## src/rtl/dec_pkg.sv

```systemverilog
// Shared encodings for the decoder family: mode field values and the
// coarse operating state that the mode field selects.
package dec_pkg;

  localparam logic [1:0] MODE_OFF       = 2'b00;
  localparam logic [1:0] MODE_DIRECT    = 2'b01;
  localparam logic [1:0] MODE_SCAN_UP   = 2'b10;
  localparam logic [1:0] MODE_SCAN_DOWN = 2'b11;

  typedef enum logic [1:0] {
    ST_OFF,
    ST_DIRECT,
    ST_SCAN
  } state_t;

  function automatic state_t mode_to_state(input logic [1:0] mode);
    case (mode)
      MODE_OFF:                     return ST_OFF;
      MODE_DIRECT:                  return ST_DIRECT;
      MODE_SCAN_UP, MODE_SCAN_DOWN: return ST_SCAN;
      default:                      return ST_OFF;
    endcase
  endfunction

endpackage

```

## src/rtl/dec_scan_if.sv

```systemverilog
// Control/status bundle between a decoder controller (master) and dec_scan (slave).
interface dec_scan_if #(
  parameter int SEL_W   = 4,
  parameter int DWELL_W = 8
);
  localparam int OUT_W = 2 ** SEL_W;

  logic               en;
  logic [1:0]         mode;
  logic [SEL_W-1:0]   sel;
  logic               load;
  logic [DWELL_W-1:0] dwell;
  logic [OUT_W-1:0]   y;
  logic [SEL_W-1:0]   idx;
  logic               valid;
  logic               wrap;

  modport master (
    output en, mode, sel, load, dwell,
    input  y, idx, valid, wrap
  );

  modport slave (
    input  en, mode, sel, load, dwell,
    output y, idx, valid, wrap
  );

endinterface

```

## src/rtl/dec_onehot.sv

```systemverilog
// Purely combinational SEL_W -> 2**SEL_W one-hot decoder, reusable across
// the decoder library.
module dec_onehot #(
  parameter int SEL_W = 4
) (
  input  logic [SEL_W-1:0]      sel,
  output logic [2**SEL_W-1:0]   y
);

  always_comb begin
    y      = '0;
    y[sel] = 1'b1;
  end

endmodule

```

## src/rtl/dec_scan.sv

```systemverilog
// Registered binary-to-one-hot decoder with direct-select and auto-scan
// modes; all outputs come straight from flops so selects never glitch.
module dec_scan #(
  parameter int SEL_W   = 4,
  parameter int DWELL_W = 8
) (
  input  logic    clk,
  input  logic    rst_n,
  dec_scan_if.slave bus
);
  import dec_pkg::*;

  localparam int OUT_W = 2 ** SEL_W;

  state_t             state;
  state_t             next_state;
  logic               scan_down;
  logic               mode_changed;
  logic [DWELL_W-1:0] cnt;
  logic [DWELL_W-1:0] cnt_next;
  logic [SEL_W-1:0]   idx_q;
  logic [SEL_W-1:0]   idx_next;
  logic [OUT_W-1:0]   y_q;
  logic [OUT_W-1:0]   y_next;
  logic [OUT_W-1:0]   onehot_next;
  logic               valid_q;
  logic               wrap_q;
  logic               wrap_next;

  dec_onehot #(.SEL_W(SEL_W)) u_onehot (
    .sel (idx_next),
    .y   (onehot_next)
  );

  // A direction flip counts as a mode change so the new direction starts
  // with a fresh dwell; a load always wins over a step due the same cycle.
  always_comb begin
    next_state   = mode_to_state(bus.mode);
    mode_changed = (next_state != state) ||
                   ((next_state == ST_SCAN) && ((bus.mode == MODE_SCAN_DOWN) != scan_down));
    idx_next     = idx_q;
    cnt_next     = '0;
    wrap_next    = 1'b0;
    if (bus.load) begin
      idx_next = bus.sel;
    end else if ((next_state == ST_SCAN) && !mode_changed) begin
      if (cnt >= bus.dwell) begin
        if (bus.mode == MODE_SCAN_DOWN) begin
          idx_next  = idx_q - SEL_W'(1);
          wrap_next = (idx_q == '0);
        end else begin
          idx_next  = idx_q + SEL_W'(1);
          wrap_next = (idx_q == SEL_W'(OUT_W - 1));
        end
      end else begin
        cnt_next = cnt + DWELL_W'(1);
      end
    end
    y_next = (next_state == ST_OFF) ? '0 : onehot_next;
  end

  always_ff @(posedge clk or negedge rst_n) begin
    if (!rst_n) begin
      state     <= ST_OFF;
      scan_down <= 1'b0;
      cnt       <= '0;
      idx_q     <= '0;
      y_q       <= '0;
      valid_q   <= 1'b0;
      wrap_q    <= 1'b0;
    end else if (!bus.en) begin
      y_q     <= '0;
      valid_q <= 1'b0;
      wrap_q  <= 1'b0;
    end else begin
      state     <= next_state;
      scan_down <= (bus.mode == MODE_SCAN_DOWN);
      cnt       <= cnt_next;
      idx_q     <= idx_next;
      y_q       <= y_next;
      valid_q   <= (next_state != ST_OFF);
      wrap_q    <= wrap_next;
    end
  end

  assign bus.y     = y_q;
  assign bus.idx   = idx_q;
  assign bus.valid = valid_q;
  assign bus.wrap  = wrap_q;

endmodule

```

## src/flat_wrapper.sv

```systemverilog
// flat-port wrapper written by rule: the top's interface ports become plain ports
module dec_scan_flat import dec_pkg::*;
#(
  parameter int SEL_W   = 4,
  parameter int DWELL_W = 8
)
  (clk, rst_n, bus_en, bus_mode, bus_sel, bus_load, bus_dwell, bus_y, bus_idx, bus_valid, bus_wrap);
  dec_scan_if #(.SEL_W(SEL_W), .DWELL_W(DWELL_W)) bus_i ();
  input  logic clk;
  input  logic rst_n;
  input wire logic [$bits(bus_i.en)-1:0] bus_en;
  input wire logic [$bits(bus_i.mode)-1:0] bus_mode;
  input wire logic [$bits(bus_i.sel)-1:0] bus_sel;
  input wire logic [$bits(bus_i.load)-1:0] bus_load;
  input wire logic [$bits(bus_i.dwell)-1:0] bus_dwell;
  output wire logic [$bits(bus_i.y)-1:0] bus_y;
  output wire logic [$bits(bus_i.idx)-1:0] bus_idx;
  output wire logic [$bits(bus_i.valid)-1:0] bus_valid;
  output wire logic [$bits(bus_i.wrap)-1:0] bus_wrap;
  assign bus_i.en = bus_en;
  assign bus_i.mode = bus_mode;
  assign bus_i.sel = bus_sel;
  assign bus_i.load = bus_load;
  assign bus_i.dwell = bus_dwell;
  assign bus_y = bus_i.y;
  assign bus_idx = bus_i.idx;
  assign bus_valid = bus_i.valid;
  assign bus_wrap = bus_i.wrap;
  dec_scan #(.SEL_W(SEL_W), .DWELL_W(DWELL_W)) u_core (.clk(clk), .rst_n(rst_n), .bus(bus_i));
endmodule
```

## config.mk

```make
export PLATFORM = sky130hd
export DESIGN_NAME = dec_scan_flat
export DESIGN_NICKNAME = d
export VERILOG_FILES = /design/src/rtl/dec_pkg.sv /design/src/rtl/dec_scan_if.sv /design/src/rtl/dec_onehot.sv /design/src/rtl/dec_scan.sv /design/src/flat_wrapper.sv
export SDC_FILE = /design/constraint.sdc
export NUM_CORES = 1
export LEC_CHECK = 0
export CAP_MARGIN = 20
export CORE_MARGIN = 1.5
export CORE_UTILIZATION = 50
export DETAILED_ROUTE_END_ITERATION = 7
export HOLD_SLACK_MARGIN = 0.15
export PLACE_DENSITY = 0.89
export SETUP_SLACK_MARGIN = 0.05
export SLEW_MARGIN = 5
export SYNTH_ARGS = -nofsm -noshare
export SYNTH_HDL_FRONTEND = slang
export SYNTH_SLANG_ARGS = --single-unit
```

## constraint.sdc

```tcl
create_clock -name clk -period 2.7 [get_ports clk]
set_input_delay 0.54 -clock clk [delete_from_list [all_inputs] [get_ports clk]]
set_output_delay 0.54 -clock clk [all_outputs]
set_load 0.01 [all_outputs]
```

==> results.toml, run 1 <==
[min_path]
hold_depth = 1
holdPathEnd = "u_core.scan_down"
hp-class = "reg2reg"
hold_start = "u_core.scan_down"

[job]
maxCapViolCount = 0

[worst_setup_path]
critPathSlowestCell = "a2111o_1"
path_cells = "clkdlybuf4s50_1 > inv_2 > ha_4 > a2111oi_4 > o311a_4 > nor2_4 > xor2_2 > a2111o_1 > nor2_1"
worst_ep_arrival_time_ps = 2870
reg2reg_depth = 9
critPathRequiredTime_ps = 2980
critical_path_class = "in2reg"
timing.reg2reg.setup_slack_ps = 140
cp-end-kind = "flip-flop"
r2r-start = "u_core.cnt[0]"
cp_max_fo = 5
start_kind = "input pin"
slowest_delay_ps = 490
reg2reg_to = "u_core.bus.y[2]"

[timing]
setup_viol_count_final = 0
relSlewSlack_pct = 69.6
finalCriticalPeriod_ps = 2590
fin_skew_ps = 7.53
tightest_slew_ps = 456
hold_violations = 0
fin_crit_sh_pct = 95.9
fmax_mhz = 386
layout_setup_ws_ps = 110
slew_violations = 0
tns_ps = 0
rsz0062_at_grt = "true"

[yosys]
synthMuxAreaShare_pct = 3.14
synth_compound_area_share_pct = 14.3
synth_cell_types = 40
yosys.area_share.simple_pct = 17.6
synth_area_leaders = "dfrtp_1, ha_1, nor2_1"
synth_area_um2 = 1750
yosys.area.top_type = "dfrtp_1"
synthDominantCellAreaShare_pct = 47.1
ys_ff_latch = 33
synth_top_family_by_area = "simple AND/OR/NAND/NOR gates"
synth_xor_area_share_pct = 4.00
synth-adder-area-share_pct = 8.99
ys_warn_count = 0
syn_nets = 205
seq_area_frac_synth_pct = 47.1
synth-edff-count = 0
syn-mean-instance-area_um2 = 10.0
synth-async-reset-ratio_pct = 100
synthCells = 175
ys.flop_type = "dfrtp_1"

[global_routing]
antenna_found_initial = 0
grt_usage_pct = 22.9
grt_overflow = 0
grt_pass1_wl_um = 6950
grt_pass1_vias = 1486
grt_max_degree = 34

[die]
die_area_um2 = 3870
initial_utilization_pct = 52.5
core_area_um2 = 3340
fp.dieW_um = 62.2
die_h_um = 62.2
ios = 40
rows = 21

[route]
ant_nets = 0
routed_via_density = 5.52
routed_wirelength_um = 4530
wire_per_inst_um = 16.3
first_iter_violations = 80
dr.pass1.iters = 4
drc = 0
vias = 1534

[clock_network]
clock_path_buffers = 2
cts_buffers = 5
cts.sinks = 33
htreeDepth = 2
clkTransAtPathRegs_ps = 100
insertion_delay_ps = 350
cts_tree = "built"
root_buffer = "clkbuf_4"

[power_and_ir_drop]
vdd_drop_max_v = 0.000338
cellPowerDensity_nw_per_um2 = 483
p_leak_nw = 1.17
p_total_mw = 1.22

[placement]
hpwl_um = 3000
globalplace.congestion = 0.920
pre_cts_ws_ps = -236
portBuffers = 39

[cells_and_area]
drive_gt1_share_pct = 21.6
num_antenna_cells = 0
final_util_pct = 75.7
n_fill_cell = 210
nets = 261
syn_to_final_growth_pct = 44.2

[run_status]
outcome = "completed"
[power breakdown]
group | total [mW] | switching [mW] | internal (mW)
registers | 0.544 | 0.0266 | 0.518
clock network | 0.393 | 0.172 | 0.221
logic | 0.283 | 0.139 | 0.144
total | 1.22 | 0.338 | 0.883
[synth_stat cells, types with 2 or more instances]
cell / instances
ha_1: 11
and3_1: 3
nor3_1: 2
o22ai_1: 5
a21o_1: 2
nand2b_1: 5
and2_1: 2
xor2_1: 2
nand3_1: 6
nand2_1: 10
o2111ai_1: 2
mux2_2: 4
nand4_1: 6
dfrtp_1: 33
clkbuf_1: 4
xnor2_1: 6
a21oi_1: 6
inv_1: 16
o21ai_0: 9
nor2_1: 20
buf_2: 2
[final cells by class]
class | instances | area [um^2] | area share (%)
Clock buffer | 7 | 55.1 | 2.18
Clock inverter | 1 | 30.0 | 1.19
Inverter | 16 | 60.1 | 2.38
Multi-Input combinational cell | 120 | 976 | 38.6
Sequential cell | 33 | 826 | 32.7
Tap cell | 46 | 57.6 | 2.28
Timing Repair Buffer | 55 | 523 | 20.7
[through the flow]
step           hold slack (ps)  instances  area, um^2
2_1_floorplan              244        175        1750
3_3_place_gp               515        268        2280
3_5_place_dp               525        268        2280
4_1_cts                    547        276        2370
5_1_grt                    557        278        2530
6_report                   543        278        2530
[routing by layer]
| metal | vias up | track usage (%) | share of wire (%) | routed length [um] |
|---|---|---|---|---|
| met4 | 0 | 9.17 | 1.2 | 54 |
| met2 | 41 | 39.1 | 54 | 2440 |
| li1 | 721 | - | - | - |
| met1 | 766 | 28.2 | 40 | 1830 |
| met3 | 6 | 5.07 | 4.5 | 205 |
| met5 | - | 0 | 0 | 0 |
[how the worst max path moves through the flow]
stage	start	to	slack, ps
floorplan	bus_mode[0]	u_core.bus.y[0]	260
global placement	bus_dwell[0]	u_core.bus.y[4]	-200
detailed placement	bus_dwell[6]	u_core.bus.y[13]	-240
CTS	bus_dwell[6]	u_core.bus.y[13]	110
global route	bus_dwell[1]	u_core.bus.y[4]	20
finish	bus_dwell[1]	u_core.bus.y[2]	110
[logic make-up (layout without fill, tap and decap cells)]
kind of cell,count (synthesis),after routing
AO/OA/AOI/OAI,34,34
adder cells (fa/ha/maj),12,12
XOR/XNOR,8,8
AND/OR/NAND/NOR,61,61
flip-flops,33,33
multiplexers,5,5
buffers and inverters,22,79
[registers in the layout, indices dropped and copies added, names as in the netlist]
register          cells
u_core.scan_down      1
u_core.cnt            8
u_core.bus.valid      1
u_core.bus.idx        4
u_core.bus.y         16
u_core.state          2
u_core.bus.wrap       1
[critical path, delay by kind of cell]
| family | cells | cell delay, ps |
|---|---|---|
| AO/OA/AOI/OAI | 3 | 1210 |
| XOR/XNOR | 1 | 160 |
| adder cells (fa/ha/maj) | 1 | 240 |
| buffers and inverters | 2 | 520 |
| AND/OR/NAND/NOR | 2 | 200 |
[cells in the final DEF, fill, tap and decap left out, drive strengths merged, types with 4 or more instances in the layout]
cell type      count
a21oi              6
buf               16
clkbuf             7
clkdlybuf4s50     34
dfrtp             33
dlymetal6s2s       5
ha                11
inv               16
mux2               4
nand2             10
nand2b             6
nand3              6
nand4              6
nor2              21
o21ai              9
o22ai              5
xnor2              6
[repair_timing]
action	in CTS	in global routing
gates resized for setup	0	26
hold buffers	0	0
hold endpoints to repair	0	0
buffers inserted	0	2
setup endpoints to repair	0	16
(Power assumes the default switching activity.)
==> run 2, diff against run 1 <==
--- a/config.mk
+++ b/config.mk
@@ -7,10 +7,10 @@
 export LEC_CHECK = 0
 export CAP_MARGIN = 20
 export CORE_MARGIN = 1.5
-export CORE_UTILIZATION = 50
+export CORE_UTILIZATION = 45
 export DETAILED_ROUTE_END_ITERATION = 7
 export HOLD_SLACK_MARGIN = 0.15
-export PLACE_DENSITY = 0.89
+export PLACE_DENSITY = 0.72
 export SETUP_SLACK_MARGIN = 0.05
 export SLEW_MARGIN = 5
 export SYNTH_ARGS = -nofsm -noshare
==> constraint.sdc (replaced) <==
create_clock -name clk -period 2.25 [get_ports clk]
set_input_delay 0.45 -clock clk [delete_from_list [all_inputs] [get_ports clk]]
set_output_delay 0.45 -clock clk [all_outputs]
set_load 0.01 [all_outputs]
==> results.toml, run 2 (synthesis gave the netlist of run 1 again) <==
[global_routing]
grt_pass1_vias = 1595
grt_max_degree = 34
grt_pass1_wl_um = 7540
antenna_found_initial = 0
grt_overflow = 0
grt_usage_pct = 23.5

[worst_setup_path]
cp-end-kind = "flip-flop"
worst_ep_arrival_time_ps = 2530
critPathRequiredTime_ps = 2460
critical_path_class = "reg2reg"
cp_max_fo = 5
reg2reg_depth = 10
start_kind = "flip-flop"

[run_status]
violations = "setup timing"
outcome = "finished with violations"

[placement]
placed_area_um2 = 2380
portBuffers = 39
hpwl_um = 3080
dpl.cell_count = 276
globalplace.congestion = 0.855

[die]
rows = 22
die_h_um = 65.4
core_area_um2 = 3690
initial_utilization_pct = 47.5
ios = 40
die_area_um2 = 4280
fp.dieW_um = 65.4

[timing]
slew_violations = 0
hold_violations = 0
relSlewSlack_pct = 68.5
fin_skew_ps = 4.22
fin_crit_sh_pct = 103
finalCriticalPeriod_ps = 2320
fmax_mhz = 431
tns_ps = -377
layout_setup_ws_ps = -71.8
rsz0062_at_grt = "true"
setup_viol_count_final = 12
tightest_slew_ps = 472

[clock_network]
cts_buffers = 5
clock_path_buffers = 2
cts_tree = "built"
htreeDepth = 2
insertion_delay_ps = 290
hold_buffers = 0
clkTransAtPathRegs_ps = 70
root_buffer = "clkbuf_8"
cts.sinks = 33

[min_path]
hold_depth = 1
hp-class = "reg2reg"

[cells_and_area]
register_area_um2 = 826
largest_reg_flops = 16
syn_to_final_growth_pct = 55.6
drive_gt1_share_pct = 31.4
multi_input_area_um2 = 1070
nets = 271
final_cell_mix = "dfrtp_1, clkdlybuf4s50_1, buf_4"
final_common_cell = "dfrtp_1"
layoutNonFillerInstCount = 290
postLayoutCellArea_um2 = 2730
n_fill_cell = 257
num_antenna_cells = 0

[power_and_ir_drop]
cellPowerDensity_nw_per_um2 = 622
p_leak_nw = 1.24
vdd_drop_max_v = 0.000526

[route]
first_iter_violations = 55
routed_via_density = 5.36
drc = 0
vias = 1554
dr.pass1.iters = 4
wire_per_inst_um = 16.4
routed_wirelength_um = 4770
ant_nets = 0

[job]
maxCapViolCount = 0
## run 2: cell types whose count changed in the layout (fill, tap and decap cells not counted), sizes merged
cell	change
buf	+10
dlygate4sd2	+9
clkdlybuf4s50	-5
dlymetal6s2s	-5
clkbuf	-2
bufinv	+1
clkdlybuf4s15	+1
clkinv	+1
## run 2: worst paths after layout
kind,from,to,slack (ps)
worst max-delay path,u_core.cnt[0],u_core.bus.y[2],-70
worst min-delay path,u_core.state[1],u_core.state[1],540
worst max register to register,u_core.cnt[0],u_core.bus.y[2],-70
worst min register to register,u_core.state[1],u_core.state[1],540
max in group asynchronous,rst_n,u_core.bus.valid,1370
min in group asynchronous,rst_n,u_core.state[1],570
## run 2: stage by stage
step / total power [mW] / hold slack [ps] / setup WS, ps / utilization [%]
5_1_grt: 1.76 / 564 / -199 / 73.9
2_1_floorplan: 0.824 / 154 / 38.1 / -
6_report: 1.70 / 542 / -71.8 / 73.9
4_1_cts: 1.68 / 540 / -87.3 / 72.2
3_3_place_gp: 0.970 / 507 / -531 / 64.7
3_5_place_dp: 0.978 / 528 / -585 / 64.7
## run 2: metal layers
metal	global-route usage, %	vias to the layer above	routed length, um
met4	5.47	0	76
met3	5.14	8	200
li1	-	740	-
met5	0	-	0
met1	28.3	755	1930
met2	42.6	51	2560
## run 2: timing repair
item / CTS / global route
setup buffers: 4 / 2
pin swaps: 30 / 11
setup endpoints to repair: 27 / 24
hold endpoints to repair: 0 / 0
gates resized for setup: 36 / 13
gates cloned: 0 / 0
## run 2: layout make-up
type	count	share of cell area, %
clock buffers	5	2.52
well taps	48	2.20
multi-input cells	120	39.2
inverters	16	2.20
flip-flops and latches	33	30.3
clock inverters	3	2.39
repair buffers	65	21.2
## run 2: worst max-delay path, cell delays in order (launching register included)
cell	delay, ps
dfrtp_1	390
inv_2	80
ha_4	190
nand2b_4	140
a2111oi_4	360
o311ai_2	150
buf_4	180
nand4_1	120
o211ai_4	150
a2111o_1	370
nor2_1	120
## run 2: power breakdown
group / internal (mW) / switching (mW)
logic: 0.195 / 0.181
clock network: 0.440 / 0.224
registers: 0.622 / 0.0339
total: 1.26 / 0.439
==> run 3, diff against run 2 <==
--- a/config.mk
+++ b/config.mk
@@ -5,7 +5,7 @@
 export SDC_FILE = /design/constraint.sdc
 export NUM_CORES = 1
 export LEC_CHECK = 0
-export CAP_MARGIN = 20
+export CAP_MARGIN = 40
 export CORE_MARGIN = 1.5
 export CORE_UTILIZATION = 45
 export DETAILED_ROUTE_END_ITERATION = 7
==> results of run 3 <==
The final DEF is identical to that of run 2; final timing and power are the same.
